### config.mk
export PLATFORM = sky130hd
export DESIGN_NAME = cdc_hs_rx
export DESIGN_NICKNAME = d
export VERILOG_FILES = /design/src/rtl/cdc_hs_rx.sv
export SDC_FILE = /design/constraint.sdc
export NUM_CORES = 1
export LEC_CHECK = 0
export CORE_ASPECT_RATIO = 1.2
export CORE_MARGIN = 8
export CORE_UTILIZATION = 49
export CTS_CLUSTER_DIAMETER = 60
export DETAILED_ROUTE_END_ITERATION = 8
export DONT_BUFFER_PORTS = 1
export GPL_TIMING_DRIVEN = 0
export PLACE_DENSITY = 0.72
export SKIP_LAST_GASP = 1
export SYNTH_ARGS = -nofsm -noshare
export SYNTH_HDL_FRONTEND = slang
export SYNTH_SLANG_ARGS = --single-unit
### constraint.sdc
create_clock -name clk -period 4.2 [get_ports clk]
set_input_delay 0 -clock clk [delete_from_list [all_inputs] [get_ports clk]]
set_output_delay 0 -clock clk [all_outputs]
set_load 0.05 [all_outputs]
### src/rtl/cdc_hs_rx.sv
// Destination endpoint of a toggle-handshake CDC: captures the source's held data bus
// into a 2-entry valid/ready buffer and returns an acknowledge toggle.
module cdc_hs_rx #(
  parameter int unsigned W = 32
) (
  input  logic         clk,
  input  logic         rst,
  input  logic         req_s,
  input  logic [W-1:0] in_data,
  output logic         ack_t,
  output logic         out_vld,
  output logic [W-1:0] out_data,
  input  logic         out_rdy,
  output logic         busy
);

  typedef enum logic [0:0] {StIdle, StCapt} state_e;

  state_e       state_q, state_d;
  logic         ack_q;
  logic [W-1:0] mem_q [2];
  logic         wptr_q, rptr_q;
  logic [1:0]   count_q;

  logic pending, pop, space, wr;

  assign pending  = req_s ^ ack_q;
  assign out_vld  = (count_q != 2'd0);
  assign out_data = mem_q[rptr_q];
  assign pop      = out_vld & out_rdy;
  // A pop frees a slot in the same cycle, so a full buffer can still accept a write.
  assign space    = (count_q < 2'd2) | pop;
  assign ack_t    = ack_q;
  assign busy     = pending | (state_q == StCapt) | out_vld;

  // The extra CAPT cycle gives in_data one clk of settle time after req_s is seen.
  always_comb begin
    state_d = state_q;
    wr      = 1'b0;
    unique case (state_q)
      StIdle: if (pending) state_d = StCapt;
      StCapt: begin
        if (space) begin
          wr      = 1'b1;
          state_d = StIdle;
        end
      end
      default: state_d = StIdle;
    endcase
  end

  always_ff @(posedge clk) begin
    if (rst) begin
      state_q  <= StIdle;
      ack_q    <= 1'b0;
      wptr_q   <= 1'b0;
      rptr_q   <= 1'b0;
      count_q  <= 2'd0;
      mem_q[0] <= '0;
      mem_q[1] <= '0;
    end else begin
      state_q <= state_d;
      if (wr) begin
        mem_q[wptr_q] <= in_data;
        wptr_q        <= ~wptr_q;
        ack_q         <= ~ack_q;
      end
      if (pop) rptr_q <= ~rptr_q;
      count_q <= count_q + {1'b0, wr} - {1'b0, pop};
    end
  end

endmodule
==> run summary, run 1 <==
Setup repair after global routing left no endpoint under its margin. The register clock-pin slew on the reported worst setup and hold paths came out at ~0.06 ns. The cell count after synthesis is approximately 250. The portion of netlist area occupied by mux cells is about an eighth.

Dividing total power by cell area gives a power density of between 500 and 600 nW/µm². The maximum VDD drop came out at 0.000388 V. The synthesized design devotes to its leading area cell type 60.8% of total area. The number of warning messages in the yosys log is 0. The half-perimeter wire length after detailed placement came out at between 4000 and 5000 µm. The total power draw came out at approximately 2.1 mW. The net count of the finished layout is 330. The number of I/O port buffers came out at 0.

The number of enable-type register cells in the synthesized netlist is 64. The total via count after detailed routing came out at between 1.5k and 2k. Summed over all layers, the global routing overflow is 0. The tool flagged a number of max-cap violations equal to 0.

The capturing element type of the critical path is a register. The simple-gate share of the synthesized area is between 15 and 20%. The pin count of the biggest net entering global routing is 33. In this run the worst hold path is classified as in -> reg.

The post-route fraction of the period consumed by the critical path is a little under half. The fraction of final layout cells sized beyond drive strength 1 is between 10% and 20%. The number of sinks driven by the clock tree came out at 71. The floorplan die width is between 80 and 90 µm. In this run the clock root is driven by a sky130_fd_sc_hd__clkbuf_8. Once routing completed, OpenROAD measured the worst setup slack at ~2.2 ns.

By area the synthesized netlist is led by sky130_fd_sc_hd__edfxtp_1 (61%), sky130_fd_sc_hd__mux2_2 (11%), sky130_fd_sc_hd__nor2_1 (8.0%). The number of setup violations in the final report is 0. Summing the areas of all fa, ha and maj instances in the mapped netlist gives less than 1% of the synthesized area. Dividing the synthesized area by the synthesized cell count gives around 13 µm². STA classifies the critical path startpoint as a register. The number of antenna violations at the first check in global routing is 0. The count of non-filler cells in the finished layout came out at 381. The flow ran to the end, and the final reports show no timing, DRC or antenna violations. In the final timing run, aggregate negative setup slack is 0 ns. The mean routed wirelength per cell came out at between 15 and 20 µm. The post-synthesis cell type count is 23. The count of buffers added by post-CTS timing repair for setup came out at 0.

The most common cell in the netlist is sky130_fd_sc_hd__nor2_1. The cell taking the most area after synthesis is sky130_fd_sc_hd__edfxtp_1. The row count is 32. The first global-routing pass estimated around 11000 µm of wire.

Of the total synthesized cell area, the portion taken by XOR and XNOR cells is 0.554%. The final cell utilization of the core came out at around three fifths. The final period demand of the worst path came out at around 2 ns. The die covers 9290 µm². After synthesis, the largest family of logic cells by area is simple AND/OR/NAND/NOR gates.

CTS built an H-tree with a depth of 3. For this block, the routed nets add up to ~6500 µm of wire. The filler cells instantiated in the layout total between 500 and 600. The critical path is of the reg -> reg type.

The insertion delay of the later-clocked pin in the worst-skew pair came out at approximately 0.33 ns. Measured along the y axis, the die boundary spans between 100 and 150 µm. The final routed DRC violation total is 0.

The tightest slew margin relative to the limit is 42.4%. The detailed-route vias per instance is approximately 5. The final number of hold-violating endpoints is 0.

The number of detailed-route iterations in the first pass came out at 4. The sequential area share after synthesis is 65.2%. The post-route antenna net violation count came out at 0. The relative area change from synthesis to final layout came out at 19.1%. The post-placement cell count is ~330. The mapped cell area came out at 3160 µm². Routability-driven placement finished with a final weighted congestion of around 0.67.

The worst setup timing slack at the placement stage is between 2 and 2.5 ns. The core outline area is 6330 µm². The violation count after the first detailed-routing iteration came out at 117. Across every metal layer, demand over resource in global routing totals approximately 15%. For this design the top-level I/O count stands at ~70. The CTS tree is built.

The number of nets produced by synthesis is 284. The worst-case clock skew is 0.00677 ns. The slew at the pin closest to its max-slew limit is approximately 0.86 ns.

The max-slew violation count came out at 0. Data arrives at the worst endpoint at around 2.0 ns. The prevailing post-synth register cell is sky130_fd_sc_hd__edfxtp_1. The largest driver fanout on the critical path is 32.

The fraction of synthesis flops using an asynchronous set or reset pin came out at 0%. The antenna diode count is 0. In this run the static leakage power is 1.37 nW. The worst endpoint required time came out at just over 4 ns. The flop and latch count out of synthesis came out at between 70 and 80. Ranked by instance count, the synthesized netlist is headed by sky130_fd_sc_hd__nor2_1 (67), sky130_fd_sc_hd__edfxtp_1 (64), sky130_fd_sc_hd__nand2b_1 (36), sky130_fd_sc_hd__mux2_2 (31), sky130_fd_sc_hd__clkbuf_1 (8). The achievable clock frequency is between 400 and 500 MHz. Summing the areas of all compound-gate instances in the mapped netlist gives under 10% of the synthesized area. The number of global-route vias before repair is 2162. The number of clock buffers inserted by TritonCTS came out at 9. The effective utilization at floorplan came out at roughly half. The longest clock path from root to sink contains 2 buffers.
layer usage:
layer	up-vias	global-route usage [%]	wire length, µm
met5	-	0	0
met4	0	5.13	74
met3	7	5.38	458
met2	51	26.4	3470
met1	915	16.1	2510
li1	946	-	-
power by group:
part	internal, mW	switching (mW)	total (mW)
sequential	0.881	0.0388	0.920
clock	0.200	0.221	0.421
combinational	0.206	0.586	0.792
total	1.29	0.846	2.13
logic make-up after synthesis:
| kind of cell | after synthesis |
|---|---|
| fa+ha+maj | 1 |
| xor+xnor | 2 |
| compound gates | 9 |
| flops | 71 |
| simple gates | 114 |
| mux | 33 |
| buf+inv | 17 |
worst max-delay path, stage by stage, from the launching register on:
cell and delay [ns]:
sky130_fd_sc_hd__dfxtp_1 0.31, sky130_fd_sc_hd__buf_4 0.14, sky130_fd_sc_hd__inv_2 0.05, sky130_fd_sc_hd__or3_1 0.36, sky130_fd_sc_hd__buf_6 0.15, sky130_fd_sc_hd__nand2b_2 0.61
worst paths after layout:
kind	from	endpoint	slack, ns	depth (start not counted)
worst max-delay path	state_q	mem_q[0][17]	2.19	5
worst min-delay path	rst	register	0.02	2
worst max register to register	state_q	mem_q[0][17]	2.19	5
worst min register to register	rptr_q	register	0.51	2
area by class of cell:
type                       instances  area [µm²]  area share [%]
timing repair buffer              35         350            9.31
inverter                           1        3.75          0.0997
multi-input combinational        159        1000            26.6
tap                               85         106            2.82
buffer                            16        97.6            2.59
clock buffer                      10         128            3.39
sequential                        71        2060            54.8
clock inverter                     4        15.0           0.399
stage by stage:
stage          cell area (µm²)  hold WS [ns]
2_1_floorplan             3160         0.212
3_3_place_gp              3270         0.233
3_5_place_dp              3270         0.229
4_1_cts                   3760       0.00450
5_1_grt                   3760        0.0161
6_report                  3760        0.0227
state kept, by name, indices dropped and copies added, names as in the netlist, named ones only:
signal and flops:
ack_t 1, count_q 2, mem_q 64, rptr_q 1
state_q 1, wptr_q 1
cells in the final DEF, fill, tap and decap left out, types with 7 or more instances in the layout:
cell / netlist / layout
sky130_fd_sc_hd__clkbuf_1: 8 / 9
sky130_fd_sc_hd__dlygate4sd3_1: 0 / 35
sky130_fd_sc_hd__dfxtp_1: 7 / 7
sky130_fd_sc_hd__edfxtp_1: 64 / 64
sky130_fd_sc_hd__clkbuf_8: 0 / 9
sky130_fd_sc_hd__nand2b_1: 36 / 34
sky130_fd_sc_hd__nor2_1: 67 / 67
sky130_fd_sc_hd__mux2_2: 31 / 31
what timing repair did:
item,CTS,global route
endpoints found under the hold margin,70,0
hold buffers,35,0
setup endpoints to repair,0,0
resized for setup,0,0
Note: power is estimated with default switching activity, not from simulation.
==> run 2, diff against run 1 <==
--- a/config.mk
+++ b/config.mk
@@ -12,7 +12,7 @@
 export DETAILED_ROUTE_END_ITERATION = 8
 export DONT_BUFFER_PORTS = 1
 export GPL_TIMING_DRIVEN = 0
-export PLACE_DENSITY = 0.72
+export PLACE_DENSITY = 0.74
 export SKIP_LAST_GASP = 1
 export SYNTH_ARGS = -nofsm -noshare
 export SYNTH_HDL_FRONTEND = slang
==> constraint.sdc (replaced) <==
create_clock -name clk -period 1.69 [get_ports clk]
set_input_delay 0 -clock clk [delete_from_list [all_inputs] [get_ports clk]]
set_output_delay 0 -clock clk [all_outputs]
set_load 0.05 [all_outputs]
==> run 2 against run 1 <==
  * Largest power group unchanged
  * Final area grew 2.1%
  * Maximum frequency grew 22%
  * Largest cell class unchanged
  * First-iteration DRC count grew 10%
==> run summary, run 2 (synthesis gave the netlist of run 1 again) <==
The tightest slew margin relative to the limit is 66.7%. The post-route fraction of the period consumed by the critical path is slightly below 100%. The post-route antenna net violation count came out at 0.

The final period demand of the worst path is 1.65 ns. The largest registers in the layout are mem_q: 64 flops, count_q: 2 flops. The stage delay of the slowest cell on the critical path is 0.51 ns. The worst setup timing slack at the placement stage is -0.157 ns. The relative area change from synthesis to final layout came out at 21.7%. Setup repair after global routing could not meet its margin everywhere.

The number of global-route vias before repair came to 2107. The critical path goes through nand2b_1, nand3_1, nand2b_4. For the worst setup path, the data required time is 1.66 ns. 0 antenna diodes ended up in the layout.

The worst-case register-to-register setup slack came out at 0.04 ns. The kind of critical path is reg -> reg. The final number of hold-violating endpoints came out at 0. The number of clock buffers inserted by TritonCTS is 9.

At the end of the flow, the number of nets in the layout was 330. The detailed-route vias per instance came out at roughly 5.1. Measured along the y axis, the die boundary spans slightly above 100 µm. The mean routed wirelength per cell came out at ~17 µm. The startpoint type of the worst setup path is a register. The maximum VDD drop is 0.000958 V. The leftover overflow at the end of global routing came out at 0. The first TritonRoute pass finished after 4 iterations. The total power divided by cell area came out at 1440 nW/µm².

The core outline area is roughly 6300 µm². The cell depth of the worst hold path is 2. The worst slack on hold paths is ~0.092 ns.

The total detailed-routing wirelength came out at between 6000 and 7000 µm. Summed over all nets, the half-perimeter wirelength after detailed placement is 4180 µm. The most critical setup path has its endpoint at mem_q[1][14].

The worst hold path begins at rst. Entering global routing, the biggest net connects 33 pins. Broken down by cell family, the worst path's largest delay share belongs to simple AND/OR/NAND/NOR gates. The worst register-to-register path ends at mem_q[1][14]. The CTS tree is built. The violation count after the first detailed-routing iteration came out at about 130. The effective utilization at floorplan came out at 50.0%. The count of buffers added on input and output ports is 0.

The maximum level of the CTS H-tree came out at 3. The largest driver fanout on the critical path came out at 32. The tree built by TritonCTS fans out to 71 sinks. In this run the worst setup path begins at count_q[1]. The register with the most flip-flops in the final layout is mem_q. The total global routing track utilization came out at between 10% and 20%.

Of the cells placed in the final design, the portion with a size suffix greater than 1 is between 20% and 30%. The clock tree buffer depth came out at 2. The leakage power is between 1 and 1.5 nW. Leaving out fill and tap cells, the most frequent cell in the layout is sky130_fd_sc_hd__nor2_1.

The run finished with clean final reports. The number of max-cap violations came out at 0. In the layout the commonest cells are sky130_fd_sc_hd__nor2_1 (67), sky130_fd_sc_hd__edfxtp_1 (64), sky130_fd_sc_hd__dlygate4sd3_1 (35), sky130_fd_sc_hd__nand2b_1 (34), sky130_fd_sc_hd__mux2_2 (33).

The post-layout worst setup margin came out at approximately 0.044 ns. The row count is 32. The combined buffer and inverter count along the critical path came out at 0. The flip-flop count of the largest register, all copies and words added came out at 64. The worst setup path is captured at a register.

The cell with the biggest individual delay on the critical path is sky130_fd_sc_hd__nand2b_4. Static timing analysis puts the maximum clock frequency at roughly 610 MHz. The tree is rooted in a sky130_fd_sc_hd__clkbuf_8. The number of antenna violations at the first check in global routing is 0.

The total via count after detailed routing is between 1.5k and 2k. The max-slew violation count was 0. The total die area is roughly 9300 µm². The multi-input combinational cells in the finished layout cover a total of slightly above 1000 µm².

The cell depth of the worst flop-to-flop path came out at 3. The filler cells instantiated in the layout total 545. between 70 and 80 I/O pins were placed. Setup violations remaining at the end of the flow were counted as 0. The worst-case clock skew came out at between 0.006 and 0.007 ns. For the pin with the worst max-slew slack, the measured transition is ~0.50 ns. The floorplan die width came out at 89.3 µm. The first global-routing pass estimated about 11000 µm of wire. The final routed DRC violation total is 0. The number of logic stages on the critical path including buffering is 3. The placer's final routability congestion estimate came out at roughly 0.67. Summing all flip-flop and latch instances after layout gives between 2000 and 2500 µm². The type of the worst min-delay path is in -> reg. The startpoint identified for the worst register-to-register timing path is count_q[1]. The data arrival time of the critical path came out at ~1.6 ns.

At the later pin of the worst-skew pair, clock insertion delay measures 0.33 ns. The register clock-pin slew on the reported worst setup and hold paths is around 0.060 ns.
run 2: metrics by stage:
step / cells / power (mW) / instance area (µm²) / util, % / TNS [ns]
2_1_floorplan: 247 / 4.00 / 3170 / - / 0
3_3_place_gp: 332 / 4.22 / 3280 / 51.8 / -6.40
3_5_place_dp: 332 / 4.25 / 3280 / 51.8 / -6.86
4_1_cts: 384 / 5.61 / 3830 / 60.6 / -0.0544
5_1_grt: 383 / 5.80 / 3840 / 60.8 / -1.83
6_report: 383 / 5.55 / 3840 / 60.8 / 0
run 2: area by class of cell:
type	count	share of cell area, %
buffer	15	2.80
tap	85	2.77
sequential	71	53.7
clock inverter	5	1.27
inverter	1	0.0976
clock buffer	11	3.42
multi-input combinational	160	26.8
timing repair buffer	35	9.11
run 2: worst register-to-register path: stages, from the launching register on:
cell                       delay [ns]
sky130_fd_sc_hd__dfxtp_1         0.35
sky130_fd_sc_hd__nand2b_1        0.11
sky130_fd_sc_hd__nand3_1         0.31
sky130_fd_sc_hd__nand2b_4        0.51
run 2: layer usage:
| layer | wire, µm | global-route usage (%) | share of wire [%] |
|---|---|---|---|
| met1 | 2480 | 16.7 | 38 |
| met2 | 3700 | 26.2 | 56 |
| met3 | 359 | 5.06 | 5.4 |
| met4 | 66 | 6.20 | 1.0 |
| met5 | 0 | 0 | 0 |
run 2: timing repair:
| action | 4_1_cts | 5_1_grt |
|---|---|---|
| resized for setup | 8 | 8 |
| hold buffers | 35 | 0 |
| cloned | 1 | 0 |
| endpoints found under the setup margin | 95 | 86 |
| hold endpoints to repair | 70 | 0 |
| setup buffers | 0 | 0 |
| pin swaps | 0 | 0 |
run 2: how the worst min path moves through the flow:
stage	end	slack, ns
after floorplan	state_q	0.21
after global placement	state_q	0.23
after detailed placement	state_q	0.23
after CTS	register	0.07
after global routing	register	0.12
final	register	0.09
run 2: power by group:
| part | switching, mW | internal, mW |
|---|---|---|
| Sequential | 0.111 | 2.19 |
| Combinational | 1.46 | 0.552 |
| Clock | 0.574 | 0.670 |
| Total | 2.14 | 3.41 |
==> run 3, diff against run 2 <==
--- a/config.mk
+++ b/config.mk
@@ -12,7 +12,7 @@
 export DETAILED_ROUTE_END_ITERATION = 8
 export DONT_BUFFER_PORTS = 1
 export GPL_TIMING_DRIVEN = 0
-export PLACE_DENSITY = 0.74
+export PLACE_DENSITY = 0.66
 export SKIP_LAST_GASP = 1
 export SYNTH_ARGS = -nofsm -noshare
 export SYNTH_HDL_FRONTEND = slang
==> run 3 against run 2 <==
  * Clock skew grew 0.0043 ns
  * Count of clock-buffer cells in the layout shrank 1
  * Setup slack better by 0.016 ns
  * Register-to-register slack better by 0.06 ns
  * Final area fell by 0.39%
  * Global-route usage decreased by 0.31 points
  * Worst hold slack better by 0.00097 ns
  * Maximum frequency is 0.95% higher
==> run summary, run 3 (synthesis gave the netlist of run 1 again) <==
The flow ran to the end, and the final reports show no timing, DRC or antenna violations. The total die area came out at between 9000 and 10000 µm². The number of detailed-route iterations in the first pass came out at 4. The number of sinks driven by the clock tree came out at between 70 and 80. In this run the remaining antenna-violating nets after routing total 0. The antenna diode count is 0.

The flip-flop count of the largest register, all copies and words added is 64. STA puts the critical path data arrival time at around 1.6 ns. The type of the worst min-delay path is in -> reg.

STA classifies the critical path endpoint as a primary output. The count of non-filler cells in the finished layout is 383. For the finished layout, the period the worst path requires is ~1.6 ns. After routing the design area is 3830 µm².

The number of max-cap violations is 0. Leaving out fill and tap cells, the most frequent cells in the layout are sky130_fd_sc_hd__nor2_1 (67), sky130_fd_sc_hd__edfxtp_1 (64), sky130_fd_sc_hd__dlygate4sd3_1 (35), sky130_fd_sc_hd__nand2b_1 (34), sky130_fd_sc_hd__mux2_2 (33). The number of placed instances, taps included, is between 300 and 400. The total via count after detailed routing is 1966. The maximum level of the CTS H-tree is 3. The insertion delay of the later-clocked pin in the worst-skew pair is around 0.33 ns. The number of global-route vias before repair is 2060.

Clock-pin slew was measured on the worst setup and hold paths at about 0.07 ns. The post-route netlist has between 20 and 25% of its cells at a drive strength greater than 1. In the routed design, unresolved DRC markers number 0. The leakage power is 1.42 nW. The largest registers in the layout are mem_q: 64 flops, count_q: 2 flops. The row count came out at 32. The detailed-route vias per instance came out at approximately 5.1. The worst endpoint required time came out at 1.69 ns. The maximum VDD drop came out at about 0.00072 V. The worst-case clock skew came out at between 0.01 and 0.015 ns. The number of I/O port buffers is 0. At the pin with the least slew margin, the transition time is 0.519 ns. The achievable clock frequency is 613 MHz. After the first detailed-routing iteration, the DRC count stood at between 60 and 70. The pin count of the biggest net entering global routing is 33. The floorplan die width came out at a little under 90 µm. In this run the deepest clock path goes through 2 buffers. The tree is rooted in a sky130_fd_sc_hd__clkbuf_8. The net count of the finished layout came out at roughly 330.

The total global routing track utilization came out at 15.0%. The HPWL after detailed placement is between 3000 and 4000 µm. The initial utilization of the core area, before any placement, comes to about half. For this block, the routed nets add up to ~6600 µm of wire.

The largest driver fanout on the critical path came out at 7. The number of setup violations in the final report came out at 0. The final number of hold-violating endpoints came out at 0. Summed over all layers, the global routing overflow is 0. The relative area change from synthesis to final layout came out at 21.2%. The worst setup path is of the reg -> out kind.

The floorplan die height is 104 µm. The number of antenna violations at the first check in global routing came out at 0. The mean routed wirelength per cell came out at roughly 17 µm.

Measured against its own limit, the worst slew margin works out to about two thirds. Cells fill between 60% and 70% of the core in the end. Setup repair after global routing left no endpoint under its margin. The largest register by flop count is mem_q. The post-route fraction of the period consumed by the critical path is between 90% and 100%.

The placed standard-cell area is 3280 µm². After floorplanning, the core was sized to cover 6330 µm². The startpoint type of the worst setup path is a register.

The first-pass GRT wire length is ~10000 µm. The number of clock buffers inserted by TritonCTS is 9. 71 I/O pins were placed. The max-slew violation count was 0. The worst slack on hold paths is just over 0.09 ns. For this design the ratio of total power to cell area is ~1400 nW/µm². Leaving out fill and tap cells, the most frequent cell in the layout is sky130_fd_sc_hd__nor2_1. Routability-driven placement finished with a final weighted congestion of 0.723. TritonCTS built the clock tree.
-- run 3: changes by cell type in the layout (fill, tap and decap cells not counted), sizes merged --
| cell | before | now |
|---|---|---|
| nand2b | 37 | 38 |
| buf | 9 | 8 |
| bufinv | 1 | 0 |
| clkinvlp | 0 | 1 |
-- run 3: critical path: stages, from the launching register on --
cell and delay (ns):
sky130_fd_sc_hd__dfxtp_1 0.36, sky130_fd_sc_hd__or2_2 0.43, sky130_fd_sc_hd__or3_4 0.51
-- run 3: timing repair --
item | in CTS | in global routing
endpoints found under the setup margin | 95 | 90
pin swaps | 0 | 0
hold endpoints to repair | 70 | 0
hold buffers | 35 | 0
resized for setup | 9 | 8
gates cloned | 1 | 1
setup buffers | 0 | 0
-- run 3: routing by layer --
| metal | GRT usage (%) | vias up | part of all wire [%] |
|---|---|---|---|
| li1 | - | 946 | - |
| met1 | 15.9 | 950 | 40 |
| met2 | 26.0 | 59 | 52 |
| met3 | 4.82 | 11 | 6.6 |
| met4 | 6.79 | 0 | 1.8 |
| met5 | 0 | - | 0 |
-- run 3: cell type report --
| cell class | instances | area, µm² |
|---|---|---|
| multi-input cells | 161 | 1040 |
| fillers | 534 | 2500 |
| flip-flops and latches | 71 | 2070 |
| well taps | 85 | 106 |
| repair buffers | 35 | 350 |
| plain buffers | 15 | 105 |
| clock inverters | 5 | 26.3 |
| inverters | 1 | 3.75 |
| clock buffers | 10 | 128 |
-- run 3: worst paths after layout --
| path | endpoint | from | slack, ns | depth (start not counted) |
|---|---|---|---|---|
| hold reg to reg | wptr_q | wptr_q | 0.49 | 2 |
| hold / removal | register | rst | 0.09 | 2 |
| setup / recovery | busy | count_q[1] | 0.06 | 2 |
| setup reg to reg | mem_q[0][8] | state_q | 0.10 | 5 |
-- run 3: metrics by stage --
step | setup WS (ns) | total power, mW | setup TNS (ns)
floorplan | 0.139 | 4.00 | 0
global placement | -0.0979 | 4.22 | -5.14
detailed placement | -0.117 | 4.24 | -5.81
CTS | 0.0156 | 5.45 | 0
global route | 0.00947 | 5.64 | 0
finish | 0.0596 | 5.40 | 0
-- run 3: power breakdown --
part	internal [mW]	leakage [nW]	switching (mW)
clock	0.512	0.0793	0.585
sequential	2.19	0.729	0.104
combinational	0.550	0.607	1.46
